===== src/rtl/vga_pkg.sv =====
// Shared VGA timing defaults (640x480@60), colour type and PMOD pin order.
// Pure declarations: no logic, no latency.
package vga_pkg;

  localparam int H_ACTIVE_DEF = 640;
  localparam int H_FP_DEF     = 16;
  localparam int H_SYNC_DEF   = 96;
  localparam int H_BP_DEF     = 48;
  localparam int V_ACTIVE_DEF = 480;
  localparam int V_FP_DEF     = 10;
  localparam int V_SYNC_DEF   = 2;
  localparam int V_BP_DEF     = 33;

  localparam int H_TOTAL = H_ACTIVE_DEF + H_FP_DEF + H_SYNC_DEF + H_BP_DEF;
  localparam int V_TOTAL = V_ACTIVE_DEF + V_FP_DEF + V_SYNC_DEF + V_BP_DEF;

  localparam int CNT_W = 10;

  typedef logic [5:0] rgb_t;

  // Bit positions of each colour line within rgb_out as wired to the PMOD
  localparam int PMOD_R1 = 5;
  localparam int PMOD_R0 = 4;
  localparam int PMOD_G1 = 3;
  localparam int PMOD_G0 = 2;
  localparam int PMOD_B1 = 1;
  localparam int PMOD_B0 = 0;

  // Each bar-index bit drives both bits of one colour channel
  function automatic rgb_t bar_colour(input logic [2:0] bar);
    rgb_t c;
    c          = '0;
    c[PMOD_R1] = bar[2];
    c[PMOD_R0] = bar[2];
    c[PMOD_G1] = bar[1];
    c[PMOD_G0] = bar[1];
    c[PMOD_B1] = bar[0];
    c[PMOD_B0] = bar[0];
    return c;
  endfunction

endpackage


===== src/rtl/vga_delay_line.sv =====
// Fixed-depth shift register, DEPTH cycles of latency, no backpressure.
// Synchronous reset loads every stage with RESET_VAL.
module vga_delay_line #(
  parameter int               WIDTH     = 3,
  parameter int               DEPTH     = 1,
  parameter logic [WIDTH-1:0] RESET_VAL = '0
) (
  input  logic             clk,
  input  logic             reset,
  input  logic [WIDTH-1:0] d,
  output logic [WIDTH-1:0] q
);

  if (DEPTH < 1) begin : g_bad_depth
    $error("vga_delay_line: DEPTH must be at least 1");
  end

  logic [WIDTH-1:0] stage [DEPTH];

  always_ff @(posedge clk) begin
    if (reset) begin
      for (int i = 0; i < DEPTH; i++) stage[i] <= RESET_VAL;
    end else begin
      stage[0] <= d;
      for (int i = 1; i < DEPTH; i++) stage[i] <= stage[i-1];
    end
  end

  assign q = stage[DEPTH-1];

endmodule


===== src/rtl/vga_timing_gen.sv =====
// VGA pixel-timing master: counters to the frame buffer, sync/colour PIPE_LAT+1 cycles later.
// Free-running, no backpressure. Define VGA_TEST_PATTERN_EN to replace colour_in with colour bars.
module vga_timing_gen
  import vga_pkg::*;
#(
  parameter int   H_ACTIVE = H_ACTIVE_DEF,
  parameter int   H_FP     = H_FP_DEF,
  parameter int   H_SYNC   = H_SYNC_DEF,
  parameter int   H_BP     = H_BP_DEF,
  parameter int   V_ACTIVE = V_ACTIVE_DEF,
  parameter int   V_FP     = V_FP_DEF,
  parameter int   V_SYNC   = V_SYNC_DEF,
  parameter int   V_BP     = V_BP_DEF,
  parameter int   PIPE_LAT = 1,
  parameter rgb_t FG_RGB   = 6'b111111,
  parameter rgb_t BG_RGB   = 6'b000000
) (
  input  logic             clk,
  input  logic             reset,
  input  logic             colour_in,
  output logic [CNT_W-1:0] counter_H,
  output logic [CNT_W-1:0] counter_V,
  output logic             line_start,
  output logic             frame_start,
  output logic             h_sync,
  output logic             v_sync,
  output logic             video_active,
  output rgb_t             rgb_out
);

  localparam int H_TOT = H_ACTIVE + H_FP + H_SYNC + H_BP;
  localparam int V_TOT = V_ACTIVE + V_FP + V_SYNC + V_BP;

  if (H_TOT > 1023 || V_TOT > 1023) begin : g_bad_totals
    $error("vga_timing_gen: timing totals do not fit the 10-bit counters");
  end
  if (PIPE_LAT < 0 || PIPE_LAT > 4) begin : g_bad_lat
    $error("vga_timing_gen: PIPE_LAT must be 0..4");
  end

  localparam logic [CNT_W-1:0] H_LAST = CNT_W'(H_TOT - 1);
  localparam logic [CNT_W-1:0] V_LAST = CNT_W'(V_TOT - 1);
  localparam logic [CNT_W-1:0] H_VIS  = CNT_W'(H_ACTIVE);
  localparam logic [CNT_W-1:0] V_VIS  = CNT_W'(V_ACTIVE);
  localparam logic [CNT_W-1:0] HS_BEG = CNT_W'(H_ACTIVE + H_FP);
  localparam logic [CNT_W-1:0] HS_END = CNT_W'(H_ACTIVE + H_FP + H_SYNC);
  localparam logic [CNT_W-1:0] VS_BEG = CNT_W'(V_ACTIVE + V_FP);
  localparam logic [CNT_W-1:0] VS_END = CNT_W'(V_ACTIVE + V_FP + V_SYNC);

  logic [CNT_W-1:0] h_cnt;
  logic [CNT_W-1:0] v_cnt;

  always_ff @(posedge clk) begin
    if (reset) begin
      h_cnt <= '0;
      v_cnt <= '0;
    end else if (h_cnt == H_LAST) begin
      h_cnt <= '0;
      v_cnt <= (v_cnt == V_LAST) ? '0 : v_cnt + 1'b1;
    end else begin
      h_cnt <= h_cnt + 1'b1;
    end
  end

  assign counter_H   = h_cnt;
  assign counter_V   = v_cnt;
  assign line_start  = (h_cnt == '0);
  assign frame_start = (h_cnt == '0) && (v_cnt == '0);

  logic hs_raw;
  logic vs_raw;
  logic act_raw;

  assign hs_raw  = !((h_cnt >= HS_BEG) && (h_cnt < HS_END));
  assign vs_raw  = !((v_cnt >= VS_BEG) && (v_cnt < VS_END));
  assign act_raw = (h_cnt < H_VIS) && (v_cnt < V_VIS);

  // Bundle order {hs, vs, act[, bar]}; idle value is syncs high, blanked
`ifdef VGA_TEST_PATTERN_EN
  localparam int              PIPE_W    = 6;
  localparam logic [PIPE_W-1:0] PIPE_IDLE = 6'b110_000;
  logic [PIPE_W-1:0] pipe_in;
  logic [PIPE_W-1:0] pipe_out;
  assign pipe_in = {hs_raw, vs_raw, act_raw, h_cnt[8:6]};
`else
  localparam int              PIPE_W    = 3;
  localparam logic [PIPE_W-1:0] PIPE_IDLE = 3'b110;
  logic [PIPE_W-1:0] pipe_in;
  logic [PIPE_W-1:0] pipe_out;
  assign pipe_in = {hs_raw, vs_raw, act_raw};
`endif

  if (PIPE_LAT == 0) begin : g_bypass
    assign pipe_out = pipe_in;
  end else begin : g_pipe
    vga_delay_line #(
      .WIDTH     (PIPE_W),
      .DEPTH     (PIPE_LAT),
      .RESET_VAL (PIPE_IDLE)
    ) u_delay (
      .clk   (clk),
      .reset (reset),
      .d     (pipe_in),
      .q     (pipe_out)
    );
  end

  logic hs_d;
  logic vs_d;
  logic act_d;
  rgb_t pix;

  assign hs_d  = pipe_out[PIPE_W-1];
  assign vs_d  = pipe_out[PIPE_W-2];
  assign act_d = pipe_out[PIPE_W-3];

`ifdef VGA_TEST_PATTERN_EN
  assign pix = bar_colour(pipe_out[2:0]);
`else
  // colour_in arrives PIPE_LAT cycles late, so it lines up with the delayed act bit
  assign pix = colour_in ? FG_RGB : BG_RGB;
`endif

  always_ff @(posedge clk) begin
    if (reset) begin
      h_sync       <= 1'b1;
      v_sync       <= 1'b1;
      video_active <= 1'b0;
      rgb_out      <= '0;
    end else begin
      h_sync       <= hs_d;
      v_sync       <= vs_d;
      video_active <= act_d;
      rgb_out      <= act_d ? pix : '0;
    end
  end

endmodule


===== config.mk =====
export PLATFORM = sky130hd
export DESIGN_NAME = vga_timing_gen
export DESIGN_NICKNAME = d
export VERILOG_FILES = /design/src/rtl/vga_pkg.sv /design/src/rtl/vga_delay_line.sv /design/src/rtl/vga_timing_gen.sv
export SDC_FILE = /design/constraint.sdc
export NUM_CORES = 1
export LEC_CHECK = 0
export CAP_MARGIN = 0
export CORE_ASPECT_RATIO = 1.25
export CORE_UTILIZATION = 48
export DETAILED_ROUTE_END_ITERATION = 10
export GPL_TIMING_DRIVEN = 0
export PLACE_DENSITY = 0.82
export RECOVER_POWER = 50
export SLEW_MARGIN = 5
export SYNTH_ARGS = -nofsm -noshare
export SYNTH_HDL_FRONTEND = slang
export SYNTH_SLANG_ARGS = --single-unit

===== constraint.sdc =====
create_clock -name clk -period 2.2 [get_ports clk]
set_input_delay 0.44 -clock clk [delete_from_list [all_inputs] [get_ports clk]]
set_output_delay 0.44 -clock clk [all_outputs]
set_load 0.01 [all_outputs]

==> summary.md <==
| Metric | Value |
|---|---|
| Layout filler cell count | `245` |
| Vias | `roughly 1200` |
| Number of search-and-repair iterations in the first detailed-routing pass | `4` |
| Proportion of synthesized area in mux cells | `0.00737` |
| Total of hold buffers inserted after clock tree synthesis | `0` |
| Area fraction in compound gates after synthesis | `0.0498` |
| First-pass GRT wire length | `4.64 mm` |
| Average routed wire per standard cell | `13.0 µm` |
| Area of the mapped netlist | `1360 µm²` |
| Detailed Route Iter0 Violations | `19` |
| Peak clock frequency supported by timing | `a little under 500 MHz` |
| Grt ovf | `0` |
| Final Cycle Share | `0.946` |
| H-tree depth | `1` |
| Die footprint | `about 3000 µm²` |
| Share of the synthesized area in the top cell type | `0.398` |
| WHS Path Cells | `1` |
| Seq. cell area | `between 500 and 600 µm²` |
| Number of hold violations in the final report | `0` |
| Number of vias per cell | `5.57` |
| Number of design rule violations left after detail routing | `0` |
| Number of rows created at floorplan | `21` |
| Combined area of the multi-input logic cells | `717 µm²` |
| RePlAce Congestion | `approximately 0.86` |
| Reported max-cap violation count | `0` |
| Fraction of the yosys area taken by sequential cells | `0.398` |
| Xor and xnor area share after synthesis | `0.0839` |
| Syn_area_per_cell | `8.87 µm²` |
| Number of buffer cells added on primary ports | `32` |
| Cell types occupying the most area after synthesis | `sky130_fd_sc_hd__dfxtp_1 40%, sky130_fd_sc_hd__xnor2_1 5.8%, sky130_fd_sc_hd__ha_1 4.6%` |
| I/O pins | `34` |
| Leakage power | `between 0.6 and 0.7 nW` |
| Fraction of the core area covered by cells at the end of the flow | `0.655` |
| Clock buffers created by TritonCTS | `3` |
| Worst reg-to-reg path cell count | `5` |
| Adder-cell area share of the yosys netlist | `0.0461` |
| Total count of max-transition violations in the final report | `0` |
| Non-filler cells in the finished layout | `approximately 220` |
| Outcome | `completed` |
| Hold_ws | `0.425 ns` |
| Layout cells sized above 1 | `0.147` |
| Clk root buf | `sky130_fd_sc_hd__clkbuf_4` |
| Worst reg2reg startpoint | `counter_H[0]` |
| Final net count | `199` |
| Layout Cell Area excl Fill | `~1800 µm²` |
| Min Tclk post-route | `~2.1 ns` |
| X dimension of the die | `around 50 µm` |
| Slew headroom | `0.596` |
| Sort of element at the end of the critical path | `output pin` |
| Critical path fanouts, max | `11` |
| Setup-violating endpoint count in the final report | `0` |
| Clk_skew | `0.00158 ns` |
| Hold Startpoint | `g_pipe.u_delay.stage[0][2]` |
| Startpoint Class | `register` |
| Area after DPL | `1720 µm²` |
| Syn Nets | `161` |
| Pwr/cell area | `around 450 nW/µm²` |
| Routed Wire Length | `approximately 2.9 mm` |
| Core area | `2680 µm²` |
| Maximum number of pins on one net before global-route repair | `15` |
| Largest family of logic cells by synthesized area | `simple AND/OR/NAND/NOR gates` |
| ANT cells | `0` |
| Initial Util | `0.507` |
| Data arrival time at the worst-slack endpoint | `1.64 ns` |
| Synthesis-to-finish area growth | `29.4%` |
| Number of distinct standard cells referenced by the synthesized netlist | `36` |
| Worst hold path type | `register to register` |
| RSZ-0062 raised after global routing | `false` |
| Num Clock Sinks | `27` |
| Setup slack of the most critical reg-to-reg path | `0.22 ns` |
| Number of global-route vias before repair | `around 1100` |
| Insertion delay of the later-clocked pin in the worst-skew pair | `0.32 ns` |
| Clock Pin Slew Worst Setup and Hold Paths | `0.14 ns` |
| Initial antenna violation count | `0` |
| Sum of internal, switching and leakage power | `799 µW` |
| Critical path startpoint | `counter_H[5]` |
| GRT Util Overall | `0.194` |
| Number of placed instances with taps included | `219` |
| Capture instance of the worst register-to-register path | `counter_V[9]` |
| Antenna-violating nets left | `0` |
| Maximum number of buffers from clock root to sink | `2` |
| TritonCTS clock tree | `built` |
| Hold worst-path end | `h_sync` |
| Slew @ Worst Pin | `0.603 ns` |
| Die Y | `61.5 µm` |
| Kind of critical path | `register to output pin` |
| Worst ir drop on vdd | `about 0.00031 V` |
| Cell count after synthesis | `153` |
| Flops & latches, synth | `27` |
| HPWL after detailed placement | `between 2 and 2.5 mm` |
| Cell type with the highest aggregate area in the netlist | `sky130_fd_sc_hd__dfxtp_1` |
| Data required, critical path | `1.76 ns` |
| Area share of and/or/nand/nor cells after synthesis | `0.336` |
| Number of warnings printed during yosys synthesis | `0` |
[synthesized netlist by cell type]
master	number
sky130_fd_sc_hd__a211oi_1	1
sky130_fd_sc_hd__a21oi_1	5
sky130_fd_sc_hd__and2_1	2
sky130_fd_sc_hd__and3_1	4
sky130_fd_sc_hd__and4_1	2
sky130_fd_sc_hd__and4_4	1
sky130_fd_sc_hd__buf_2	4
sky130_fd_sc_hd__buf_4	5
sky130_fd_sc_hd__buf_6	2
sky130_fd_sc_hd__clkbuf_1	2
sky130_fd_sc_hd__dfxtp_1	27
sky130_fd_sc_hd__ha_1	5
sky130_fd_sc_hd__inv_1	5
sky130_fd_sc_hd__mux2i_1	1
sky130_fd_sc_hd__nand2_1	10
sky130_fd_sc_hd__nand3_1	9
sky130_fd_sc_hd__nand3_2	1
sky130_fd_sc_hd__nand4_1	7
sky130_fd_sc_hd__nor2_1	14
sky130_fd_sc_hd__nor2b_1	2
sky130_fd_sc_hd__nor3_1	9
sky130_fd_sc_hd__nor3_2	1
sky130_fd_sc_hd__nor3_4	1
sky130_fd_sc_hd__nor3b_1	1
sky130_fd_sc_hd__nor4_1	4
sky130_fd_sc_hd__nor4_4	1
sky130_fd_sc_hd__nor4b_1	1
sky130_fd_sc_hd__nor4bb_1	1
sky130_fd_sc_hd__o21ai_0	4
sky130_fd_sc_hd__o21bai_1	1
sky130_fd_sc_hd__o31ai_1	1
sky130_fd_sc_hd__or2_2	3
sky130_fd_sc_hd__or3_4	1
sky130_fd_sc_hd__or4_1	2
sky130_fd_sc_hd__xnor2_1	9
sky130_fd_sc_hd__xor2_1	4
[state kept, by name, indices dropped and copies added (netlist names)]
register and count:
g_pipe.u_delay.stage 3, counter_H 10, rgb_out 1, v_sync 1, video_active 1, h_sync 1
counter_V 10
[cell usage in the layout, fill, tap and decap left out, types with 2 or more instances in the layout]
cell type	Yosys	layout
sky130_fd_sc_hd__nor4_1	4	3
sky130_fd_sc_hd__buf_2	4	4
sky130_fd_sc_hd__nand2_1	10	10
sky130_fd_sc_hd__xnor2_1	9	9
sky130_fd_sc_hd__ha_1	5	5
sky130_fd_sc_hd__clkbuf_1	2	3
sky130_fd_sc_hd__and4_1	2	3
sky130_fd_sc_hd__xor2_1	4	4
sky130_fd_sc_hd__inv_1	5	5
sky130_fd_sc_hd__nor2_1	14	14
sky130_fd_sc_hd__dlygate4sd3_1	0	10
sky130_fd_sc_hd__o21ai_0	4	4
sky130_fd_sc_hd__nand3_1	9	9
sky130_fd_sc_hd__or2_2	3	3
sky130_fd_sc_hd__nor2b_1	2	2
sky130_fd_sc_hd__nor3_2	1	2
sky130_fd_sc_hd__or4_1	2	2
sky130_fd_sc_hd__clkbuf_4	0	3
sky130_fd_sc_hd__and3_1	4	4
sky130_fd_sc_hd__nor3_1	9	9
sky130_fd_sc_hd__clkdlybuf4s50_1	0	20
sky130_fd_sc_hd__buf_4	5	8
sky130_fd_sc_hd__nor4_4	1	2
sky130_fd_sc_hd__a21oi_1	5	5
sky130_fd_sc_hd__nand4_1	7	7
sky130_fd_sc_hd__dfxtp_1	27	24
sky130_fd_sc_hd__dfxtp_2	0	3
[cell families after synthesis]
group,count (synthesis)
compound gates,12
mux,1
xor+xnor,13
simple gates,77
fa+ha+maj,5
flops,27
buf+inv,18
[critical path: stages, from the launching register on]
cell	delay, ns
sky130_fd_sc_hd__dfxtp_2	0.42
sky130_fd_sc_hd__nor4_4	0.26
sky130_fd_sc_hd__and4_1	0.24
sky130_fd_sc_hd__buf_4	0.11
sky130_fd_sc_hd__and4_1	0.16
sky130_fd_sc_hd__buf_2	0.13
[report_power, final]
group          total, mW  leakage (nW)  switching (mW)  internal (mW)
clock              0.216        0.0150           0.145         0.0711
sequential         0.504         0.221         0.00718          0.496
combinational     0.0788         0.389          0.0344         0.0444
[layout make-up]
type / instances / share of cell area
multi-input combinational: 108 / 0.408
sequential: 27 / 0.310
timing repair buffer: 35 / 0.192
buffer: 11 / 0.0406
tap: 34 / 0.0242
clock buffer: 4 / 0.0150
inverter: 5 / 0.0107
[how the worst max path moves through the flow]
stage	end	slack, ns	depth (start not counted)
after floorplan	counter_V[9]	0.52	5
after global placement	frame_start	0.10	5
after detailed placement	frame_start	0.09	5
after CTS	frame_start	-0.03	6
after global routing	frame_start	0.004	5
final	frame_start	0.12	5
[per-stage QoR]
step                      setup TNS (ns)  worst slack (ns)
final                                  0             0.119
after global routing                   0           0.00392
after CTS                        -0.0285           -0.0285
after detailed placement               0            0.0935
after global placement                 0             0.103
after floorplan                        0             0.518
[metal layers]
| layer | global-route usage | share of wire |
|---|---|---|
| met5 | 0 | 0 |
| met4 | 0.0653 | 0.0072 |
| met3 | 0.0247 | 0.038 |
| met2 | 0.376 | 0.53 |
| met1 | 0.219 | 0.42 |
[repair_timing]
action,4_1_cts,5_1_grt
hold endpoints to repair,0,0
endpoints found under the setup margin,2,2
gates resized for setup,4,6
cloned,0,0
pin swaps,1,2
buffers inserted,2,1
Note: power is estimated with default switching activity, not from simulation.
